$ cat config.mk
export PLATFORM = sky130hd
export DESIGN_NAME = freq_lock_ctrl
export DESIGN_NICKNAME = d
export VERILOG_FILES = /design/src/rtl/freq_pkg.sv /design/src/rtl/freq_lock_filter.sv /design/src/rtl/freq_lock_ctrl.sv
export SDC_FILE = /design/constraint.sdc
export NUM_CORES = 1
export LEC_CHECK = 0
export ABC_AREA = 1
export CAP_MARGIN = 10
export CORE_ASPECT_RATIO = 2
export CORE_MARGIN = 2
export CORE_UTILIZATION = 52
export DETAILED_ROUTE_END_ITERATION = 10
export PLACE_DENSITY = 0.78
export SYNTH_ARGS = -nofsm -noshare
export SYNTH_HDL_FRONTEND = slang
export SYNTH_SLANG_ARGS = --single-unit
$ cat constraint.sdc
create_clock -name clk_sys -period 3.25 [get_ports clk_sys]
set_input_delay 0.4875 -clock clk_sys [delete_from_list [all_inputs] [get_ports clk_sys]]
set_output_delay 0.4875 -clock clk_sys [all_outputs]
set_load 0.01 [all_outputs]
$ cat src/rtl/freq_pkg.sv
// Shared types and defaults for the recovered-clock frequency lock controller.
package freq_pkg;

  // Nominal clk_sys frequency; also the default 1 s gate length
  localparam int unsigned CLK_HZ_DEF = 12_000_000;
  // Default pulse count / target width
  localparam int unsigned CNT_W_DEF  = 20;

  typedef enum logic [2:0] {
    StIdle,
    StClear,
    StGate,
    StSettle,
    StSample,
    StCheck
  } freq_state_e;

endpackage

$ cat src/rtl/freq_lock_filter.sv
// Debounce filter: turns per-window in-range results into a locked flag with
// one-cycle lock/unlock event pulses.
module freq_lock_filter #(
  parameter int unsigned LOCK_COUNT   = 3,
  parameter int unsigned UNLOCK_COUNT = 2
) (
  input  logic clk_sys,
  input  logic rst_n,
  input  logic check,
  input  logic in_range,
  input  logic abort,
  output logic locked,
  output logic lock_event,
  output logic unlock_event
);

  localparam int unsigned GoodW = $clog2(LOCK_COUNT + 1);
  localparam int unsigned BadW  = $clog2(UNLOCK_COUNT + 1);
  localparam logic [GoodW-1:0] GoodMax = GoodW'(LOCK_COUNT);
  localparam logic [BadW-1:0]  BadMax  = BadW'(UNLOCK_COUNT);

  logic [GoodW-1:0] good_q, good_d;
  logic [BadW-1:0]  bad_q, bad_d;

  // Saturating streak update for the result presented at CHECK
  always_comb begin
    good_d = good_q;
    bad_d  = bad_q;
    if (in_range) begin
      good_d = (good_q == GoodMax) ? good_q : good_q + 1'b1;
      bad_d  = '0;
    end else begin
      bad_d  = (bad_q == BadMax) ? bad_q : bad_q + 1'b1;
      good_d = '0;
    end
  end

  // Streak registers, lock flag and change-only event pulses
  always_ff @(posedge clk_sys) begin
    if (!rst_n) begin
      good_q       <= '0;
      bad_q        <= '0;
      locked       <= 1'b0;
      lock_event   <= 1'b0;
      unlock_event <= 1'b0;
    end else begin
      lock_event   <= 1'b0;
      unlock_event <= 1'b0;
      if (abort) begin
        good_q <= '0;
        bad_q  <= '0;
        if (locked) begin
          locked       <= 1'b0;
          unlock_event <= 1'b1;
        end
      end else if (check) begin
        good_q <= good_d;
        bad_q  <= bad_d;
        if (!locked && (good_d == GoodMax)) begin
          locked     <= 1'b1;
          lock_event <= 1'b1;
        end else if (locked && (bad_d == BadMax)) begin
          locked       <= 1'b0;
          unlock_event <= 1'b1;
        end
      end
    end
  end

endmodule

$ cat src/rtl/freq_lock_ctrl.sv
// Frequency measurement sequencer: clears the pulse counter, gates it for
// GATE_CYCLES, waits for the count to settle across the CDC, samples it and
// compares against target_freq +/- tolerance, then debounces into locked.
// Optional macro FREQ_LOCK_HYST_EN doubles the tolerance while locked.
module freq_lock_ctrl
  import freq_pkg::*;
#(
  parameter int unsigned CLK_HZ        = CLK_HZ_DEF,
  parameter int unsigned GATE_CYCLES   = CLK_HZ,
  parameter int unsigned SETTLE_CYCLES = 4,
  parameter int unsigned CNT_W         = CNT_W_DEF,
  parameter int unsigned TOL_W         = 16,
  parameter int unsigned LOCK_COUNT    = 3,
  parameter int unsigned UNLOCK_COUNT  = 2
) (
  input  logic             clk_sys,
  input  logic             rst_n,
  input  logic             enable,
  input  logic [CNT_W-1:0] target_freq,
  input  logic [TOL_W-1:0] tolerance,
  output logic             cnt_clear,
  output logic             cnt_gate,
  input  logic [CNT_W-1:0] cnt_value,
  output logic             meas_valid,
  output logic [CNT_W-1:0] meas_value,
  output logic             in_range,
  output logic             locked,
  output logic             lock_event,
  output logic             unlock_event
);

  localparam int unsigned TimerMax = (GATE_CYCLES > SETTLE_CYCLES) ? GATE_CYCLES : SETTLE_CYCLES;
  localparam int unsigned TimerW   = $clog2(TimerMax + 1);
  localparam int unsigned CmpW     = (CNT_W > TOL_W) ? CNT_W + 1 : TOL_W + 1;

  freq_state_e      state_q;
  logic [TimerW-1:0] timer_q;
  logic [CNT_W-1:0] target_q;
  logic [TOL_W-1:0] tol_q;
  logic [CNT_W-1:0] meas_q;

  logic             abort;
  logic             check;
  logic [CNT_W:0]   diff;
  logic [TOL_W:0]   tol_eff;
  logic             in_range_c;

  // Dropping enable before the result is sampled abandons the window
  assign abort = !enable && (state_q inside {StClear, StGate, StSettle, StSample});
  assign check = (state_q == StCheck);

  // Absolute difference in CNT_W+1 bits and effective tolerance for this window
  always_comb begin
    diff = (meas_q >= target_q) ? {1'b0, meas_q - target_q} : {1'b0, target_q - meas_q};
`ifdef FREQ_LOCK_HYST_EN
    tol_eff = locked ? {tol_q, 1'b0} : {1'b0, tol_q};
`else
    tol_eff = {1'b0, tol_q};
`endif
    in_range_c = (CmpW'(diff) <= CmpW'(tol_eff));
  end

  // Window sequencer with registered counter controls and result outputs
  always_ff @(posedge clk_sys) begin
    if (!rst_n) begin
      state_q    <= StIdle;
      timer_q    <= '0;
      target_q   <= '0;
      tol_q      <= '0;
      meas_q     <= '0;
      cnt_clear  <= 1'b0;
      cnt_gate   <= 1'b0;
      meas_valid <= 1'b0;
      meas_value <= '0;
      in_range   <= 1'b0;
    end else begin
      cnt_clear  <= 1'b0;
      meas_valid <= 1'b0;
      if (abort) begin
        state_q  <= StIdle;
        cnt_gate <= 1'b0;
        timer_q  <= '0;
      end else begin
        unique case (state_q)
          StIdle: begin
            if (enable) begin
              state_q   <= StClear;
              cnt_clear <= 1'b1;
            end
          end
          StClear: begin
            target_q <= target_freq;
            tol_q    <= tolerance;
            timer_q  <= '0;
            cnt_gate <= 1'b1;
            state_q  <= StGate;
          end
          StGate: begin
            if (timer_q == TimerW'(GATE_CYCLES - 1)) begin
              timer_q  <= '0;
              cnt_gate <= 1'b0;
              state_q  <= StSettle;
            end else begin
              timer_q <= timer_q + 1'b1;
            end
          end
          StSettle: begin
            if (timer_q == TimerW'(SETTLE_CYCLES - 1)) begin
              timer_q <= '0;
              state_q <= StSample;
            end else begin
              timer_q <= timer_q + 1'b1;
            end
          end
          StSample: begin
            meas_q  <= cnt_value;
            state_q <= StCheck;
          end
          StCheck: begin
            meas_valid <= 1'b1;
            meas_value <= meas_q;
            in_range   <= in_range_c;
            if (enable) begin
              state_q   <= StClear;
              cnt_clear <= 1'b1;
            end else begin
              state_q <= StIdle;
            end
          end
          default: state_q <= StIdle;
        endcase
      end
    end
  end

  freq_lock_filter #(
    .LOCK_COUNT  (LOCK_COUNT),
    .UNLOCK_COUNT(UNLOCK_COUNT)
  ) u_filter (
    .clk_sys     (clk_sys),
    .rst_n       (rst_n),
    .check       (check),
    .in_range    (in_range_c),
    .abort       (abort),
    .locked      (locked),
    .lock_event  (lock_event),
    .unlock_event(unlock_event)
  );

endmodule

Yosys cells after proc, flatten, opt, wreduce, memory -nomap -nowiden
Index checks and enable logic that the tools add are counted.
Widths: inputs -> output; s select.
- register bits after elaboration: 114
- input port bits: 59
- output and inout bits: 27
- word-level logic and storage cells: 85
- add/sub/neg operators: 5
- magnitude comparators: 2
- equal/unequal tests: 14
- muxes and demuxes: 25
- bitwise gates (word level): 4
- reductions and logical operators: 20
- operators by type and width (cell ; number):
    $pmux 24 s3 ; 1
    $mux 24 ; 2
    $sub 20x20->20 ; 2
    $add 24x1->24 const B ; 1
    $eq 24x2->1 const B ; 1
    $eq 24x24->1 const B ; 1
    $ge 20x20->1 ; 1
    $le 20x16->1 ; 1
    $mux 20 ; 1
    $pmux 3 s6 ; 1
    $mux 1 ; 12
    $reduce_and 2->1 ; 5
    $mux 3 ; 3
    $eq 2x2->1 const B ; 4
    $mux 2 ; 4
    $eq 3x2->1 const B ; 2
    $eq 3x3->1 const B ; 2
    $reduce_or 3->1 ; 2
    $add 2x1->2 const B ; 2
    $ne 2x1->1 const B ; 2
    $not 1->1 ; 4
    $reduce_bool 2->1 ; 2
    $reduce_bool 4->1 ; 1
    $reduce_or 2->1 ; 2
    other kinds (8) ; 11

Longest topological paths before layout
- depth after elaboration: 10
- mapped depth: 33
- depth with buffers taken out: 30

By module
A second synthesis with hierarchy kept.
- cell total of the unflattened synthesis: 1125
- area, all modules: 7415.9 um2
- by module, submodules not included (module ; times used ; cells an instance ; area an instance (um2) ; seq. area each (um2)):
    freq_lock_ctrl ; 1 ; 1085 ; 7121.8 ; 2142.1
    freq_lock_filter ; 1 ; 40 ; 294.0 ; 140.1

Worst setup path after synthesis
No wires, ideal clock.
- path type: reg-to-reg
- from: reg meas_q[0]
- to: reg u_filter.locked
- library setup time: 58 ps
- arrival time: 3375 ps
- required time: 3192 ps
- path slack: -183 ps
- stages on the path, launching flop included: 29
- path buffers: 1
- cells stage by stage: dfxtp_1 > inv_1 > ha_1 > inv_1 > fa_1 > nand2_1 > nand2_1 > nand2_2 > nand3b_4 > nand2_2 > nand2_4 > buf_6 > o21ai_1 > o21ai_2 > a21oi_1 > xor2_1 > inv_1 > ha_1 > a21oi_1 > o21a_1 > nand3_1 > nand2_1 > nand2_1 > nand2_1 > nand3_2 > nor2_2 > nand2_2 > or2_0 > nand2_1
- cells in the longest elaborated chain, start to end: 8
- elaborated cells between the ends (all ways): 14
- classes of those cells: add/sub: 2; order compare: 2; eq/ne: 2; mux: 4; reduce/logical: 4
- ends and longest elaborated chain (what ; line ; source):
    start: declaration ; freq_lock_ctrl.sv:40 ; logic [CNT_W-1:0] meas_q;
    start signal: assignment ; freq_lock_ctrl.sv:116 ; meas_q <= cnt_value;
    $sub 20x20->20 / $ge 20x20->1 (equally long branches) ; freq_lock_ctrl.sv:54 ; diff = (meas_q >= target_q) ? {1'b0, meas_q - target_q} : {1'b0, target_q - meas_q};
    $mux 20 (*) ; freq_lock_ctrl.sv:54 ;
    $le 20x16->1 (*) ; freq_lock_ctrl.sv:60 ; in_range_c = (CmpW'(diff) <= CmpW'(tol_eff));
    $mux 2 ; freq_lock_filter.sv:29 ; if (in_range) begin
    $eq 2x2->1, on equally long branches ; freq_lock_filter.sv:62, freq_lock_filter.sv:59 ;
    $logic_and 1x1->1, on equally long branches ; freq_lock_filter.sv:62, freq_lock_filter.sv:59 ;
    $reduce_bool 2->1 (no line) ; - ;
    $reduce_and 2->1 (no line) ; - ;
    end signal: assignment ; freq_lock_filter.sv:53 ; locked <= 1'b0;
    end signal: assignment ; freq_lock_filter.sv:60 ; locked <= 1'b1;
    end signal: assignment ; freq_lock_filter.sv:63 ; locked <= 1'b0;
    end: declaration ; freq_lock_filter.sv:12 ; output logic locked,
Every way passes the cells marked *; elsewhere a longest branch is shown, timed or not.
A chain may end at the register's enable or synchronous reset.

Worst setup path after layout
- from: reg meas_q[0]
- to: reg u_filter.good_q[0]
- cells in the longest elaborated chain, start to end: 4
- elaborated cells between the ends (all ways): 6
- classes of those cells: add/sub: 2; order compare: 2; mux: 2
- ends and longest elaborated chain (what ; line ; source):
    $sub 20x20->20 / $ge 20x20->1 (equally long branches) ; freq_lock_ctrl.sv:54 ;
    $mux 20 (*) ; freq_lock_ctrl.sv:54 ;
    $le 20x16->1 (*) ; freq_lock_ctrl.sv:60 ;
    $mux 2 (*) ; freq_lock_filter.sv:29 ;
    end signal: assignment ; freq_lock_filter.sv:57 ; good_q <= good_d;
    end: declaration ; freq_lock_filter.sv:22 ; logic [GoodW-1:0] good_q, good_d;
Marks and branches as above.

==> metrics.md <==
| Metric | Value |
|---|---|
| Die height | `173.4 um` |
| Worst Tran Pin Value | `685.1 ps` |
| Critical path's largest stage delay | `between 300 and 400 ps` |
| Unrepaired setup endpoints after global routing | `yes` |
| Port buffer count | `85` |
| WL per Instance | `14.85 um` |
| Async SR Flop Fraction | `0%` |
| Nets | `between 1000 and 1500` |
| Chip Width | `88.71 um` |
| Fmax | `282.4 MHz` |
| # rows | `62` |
| Utilization after layout | `74.25%` |
| Seq cells post-synth | `between 100 and 150` |
| Routed vias | `between 8000 and 9000` |
| Diode count | `0` |
| Crit end category | `flop` |
| Ports | `86` |
| Synthesis Warnings | `0` |
| Initial antenna violation count | `0` |
| CP max stage cell | `fa_2` |
| Leak | `0.004828 uW` |
| Skew final | `6.976 ps` |
| Setup Viol. Count Final | `8` |
| Synth top area cells | `dfxtp_1 31%, nand2_1 14%, inv_1 10%` |
| Area leader, netlist | `dfxtp_1` |
| Multi-input gate area | `4746 um2` |
| Sink Count | `114` |
| Top cell type's share of synthesized area | `a little over 30%` |
| CP dominant cell by count | `nand2_1` |
| CTS buffer count | `17` |
| Worst Path Max Fanout | `7` |
| Synthesized netlist cell count | `1144` |
| Final WS setup | `-290.7 ps` |
| Placer congestion estimate | `0.9529` |
| Clock slew at reported path FFs | `about 50 ps` |
| Share of cells above drive strength 1 | `between 20% and 30%` |
| Largest net degree at the start of global routing | `between 70 and 80` |
| Max VDD drop | `around 0.5 mV` |
| Crit path time final | `3541 ps` |
| DP Worst Slack | `-422.9 ps` |
| Max Root-Sink Buffers | `2` |
| Mapped Nets | `1262` |
| First-pass GRT wire length | `roughly 37000 um` |
| H-Tree Depth | `4` |
| Data arrival, critical path | `3850 ps` |
| Synth Area per Inst | `6.523 um2` |
| Relative slew slack | `53.15%` |
| Vias in the first global route | `~7800` |
| Vias/cell | `5.186` |
| WP data required | `3560 ps` |
| GRT Residual Overflow | `0` |
| Pwr dens | `978.0 nW/um2` |
| Final count of hold timing violations | `0` |
| CTS root buf | `clkbuf_16` |
| Crit start category | `flop` |
| Post-synth top cells | `270 x nand2_1, 205 x inv_1, 128 x a21oi_1` |
| Core Box Area | `approximately 14000 um2` |
| Final hold slack | `approximately 430 ps` |
| DR iter-0 viols | `488` |
| Critical path class | `flop to flop` |
| CTS Hold Bufs | `0` |
| # DRC | `0` |
| Final ANT Viol Nets | `0` |
| Top Family by Delay on Critical Path | `simple AND/OR/NAND/NOR gates` |
| Final Non-Filler Cells | `1552` |
| Top_reg_cell synth | `dfxtp_1` |
| Max-cap viol count | `0` |
| TritonRoute pass-1 iters | `5` |
| Hold WC Path Type | `input port to flop` |
| DP Cell Count | `1512` |
| Post-synth EDFFs | `0` |
| Status | `finished with violations` |
| WL final | `23040 um` |
| DPL Wire Length | `between 15000 and 20000 um` |
| Failing checks | `setup timing` |
| Crit path buf inv count | `3` |
| Fill count | `1157` |
| Die Footprint | `15380 um2` |
| Sequential cell area | `2290 um2` |
| Period utilisation layout | `108.9%` |
| Synth Cell Area | `7462 um2` |
| Max Slew Vio Count | `0` |
| Distinct cell type count after synthesis | `a little over 50` |
| All-Layer GR Usage | `30.18%` |
| Sequential share of the synthesized area | `30.58%` |
| Layout area overhead | `41.25%` |
| Count leader, synth | `nand2_1` |
| Starting Density | `52.56%` |
| CTS tree | `yes` |
| Clk_lat worst skew | `430 ps` |
## tightest hold or removal path: stages
cell and delay (ps):
buf_2 100, inv_1 110, nor2_1 90
## timing repair
| item | in CTS | in global routing |
|---|---|---|
| resized for setup | 32 | 35 |
| cloned | 1 | 0 |
| pin swaps | 15 | 10 |
| setup buffers | 6 | 2 |
| endpoints found under the setup margin | 8 | 8 |
| hold endpoints to repair | 0 | 0 |
## worst paths after layout
| path | start | endpoint | slack (ps) | cells past startpoint |
|---|---|---|---|---|
| min reg2reg | tol_q[6] | tol_q[6] | 460 | 2 |
| max reg2reg | meas_q[0] | u_filter.good_q[0] | -290 | 28 |
| min | rst_n | meas_valid | 430 | 3 |
| max | meas_q[0] | u_filter.good_q[0] | -290 | 28 |
## where the power goes
| group | internal (uW) | leakage, uW | switching [uW] | total [uW] |
|---|---|---|---|---|
| Combinational | 2920 | 0.00360 | 3800 | 6730 |
| Sequential | 1520 | 0.000925 | 67.7 | 1590 |
| Clock | 1280 | 0.000300 | 709 | 1990 |
| Total | 5730 | 0.00483 | 4580 | 10300 |
## registers in the layout, summed over array words and instances (netlist names), 2 cells and up
name	cells
tol_q	16
target_q	20
meas_q	20
u_filter.good_q	2
state_q	3
timer_q	24
u_filter.bad_q	2
meas_value	20
## logic make-up (layout without fill, tap and decap cells)
logic type               Yosys count  count (layout)  share of synthesized area (%)
AND/OR/NAND/NOR                  451             452                          26.32
AO/OA/AOI/OAI                    260             260                          18.58
buffers and inverters            246             461                          12.74
flip-flops                       114             114                          30.58
adder cells (fa/ha/maj)           59              59                          10.09
XOR/XNOR                          13              13                          1.526
multiplexers                       1               1                         0.1509
## placed cells by master, fill, tap and decap left out, types with 3 or more instances in the layout
master             n
nand2_1          258
inv_1            198
buf_4            134
a21oi_1          118
dfxtp_1          108
o21ai_0           98
clkdlybuf4s50_1   84
nor2_1            59
nand3_1           39
ha_1              35
ha_4              22
nand2_2           18
nand4_1           17
clkbuf_16         17
nor2_2            14
nor3_1            13
inv_2             10
a21oi_2            9
nand3_2            7
xnor2_1            7
nand2_4            6
nor4_1             6
dfxtp_2            6
nor2_4             4
a31oi_1            4
o21ai_2            4
o21ai_1            4
xor2_1             4
clkbuf_8           4
o2111ai_1          3
and3_1             3
bufinv_16          3
## per-layer routing
metal / wire length (um) / share of wire (%) / vias up / global-route usage [%]
met4: 928 / 4.0 / 0 / 14.02
met1: 9232 / 40 / 3654 / 35.75
li1: - / - / 4079 / -
met3: 1183 / 5.1 / 57 / 5.571
met2: 11700 / 51 / 259 / 51.09
met5: 0 / 0 / - / 0
## per-stage QoR
step           power, uW  area [um2]  TNS [ps]
2_1_floorplan       5613        7680    -35.80
3_3_place_gp        7291        9547     -2299
3_5_place_dp        7431        9547     -3011
4_1_cts             9882       10380     -1590
5_1_grt            11080       10540     -3416
6_report           10310       10540     -2096
## layout make-up
| cell class | count | share of cell area, % |
|---|---|---|
| clock buffer | 23 | 4.630 |
| clock inverter | 8 | 1.187 |
| inverter | 210 | 7.479 |
| multi-input combinational | 785 | 45.03 |
| sequential | 114 | 21.72 |
| tap | 192 | 2.279 |
| timing repair buffer | 220 | 17.68 |
Power figures use the tool's default switching activity.
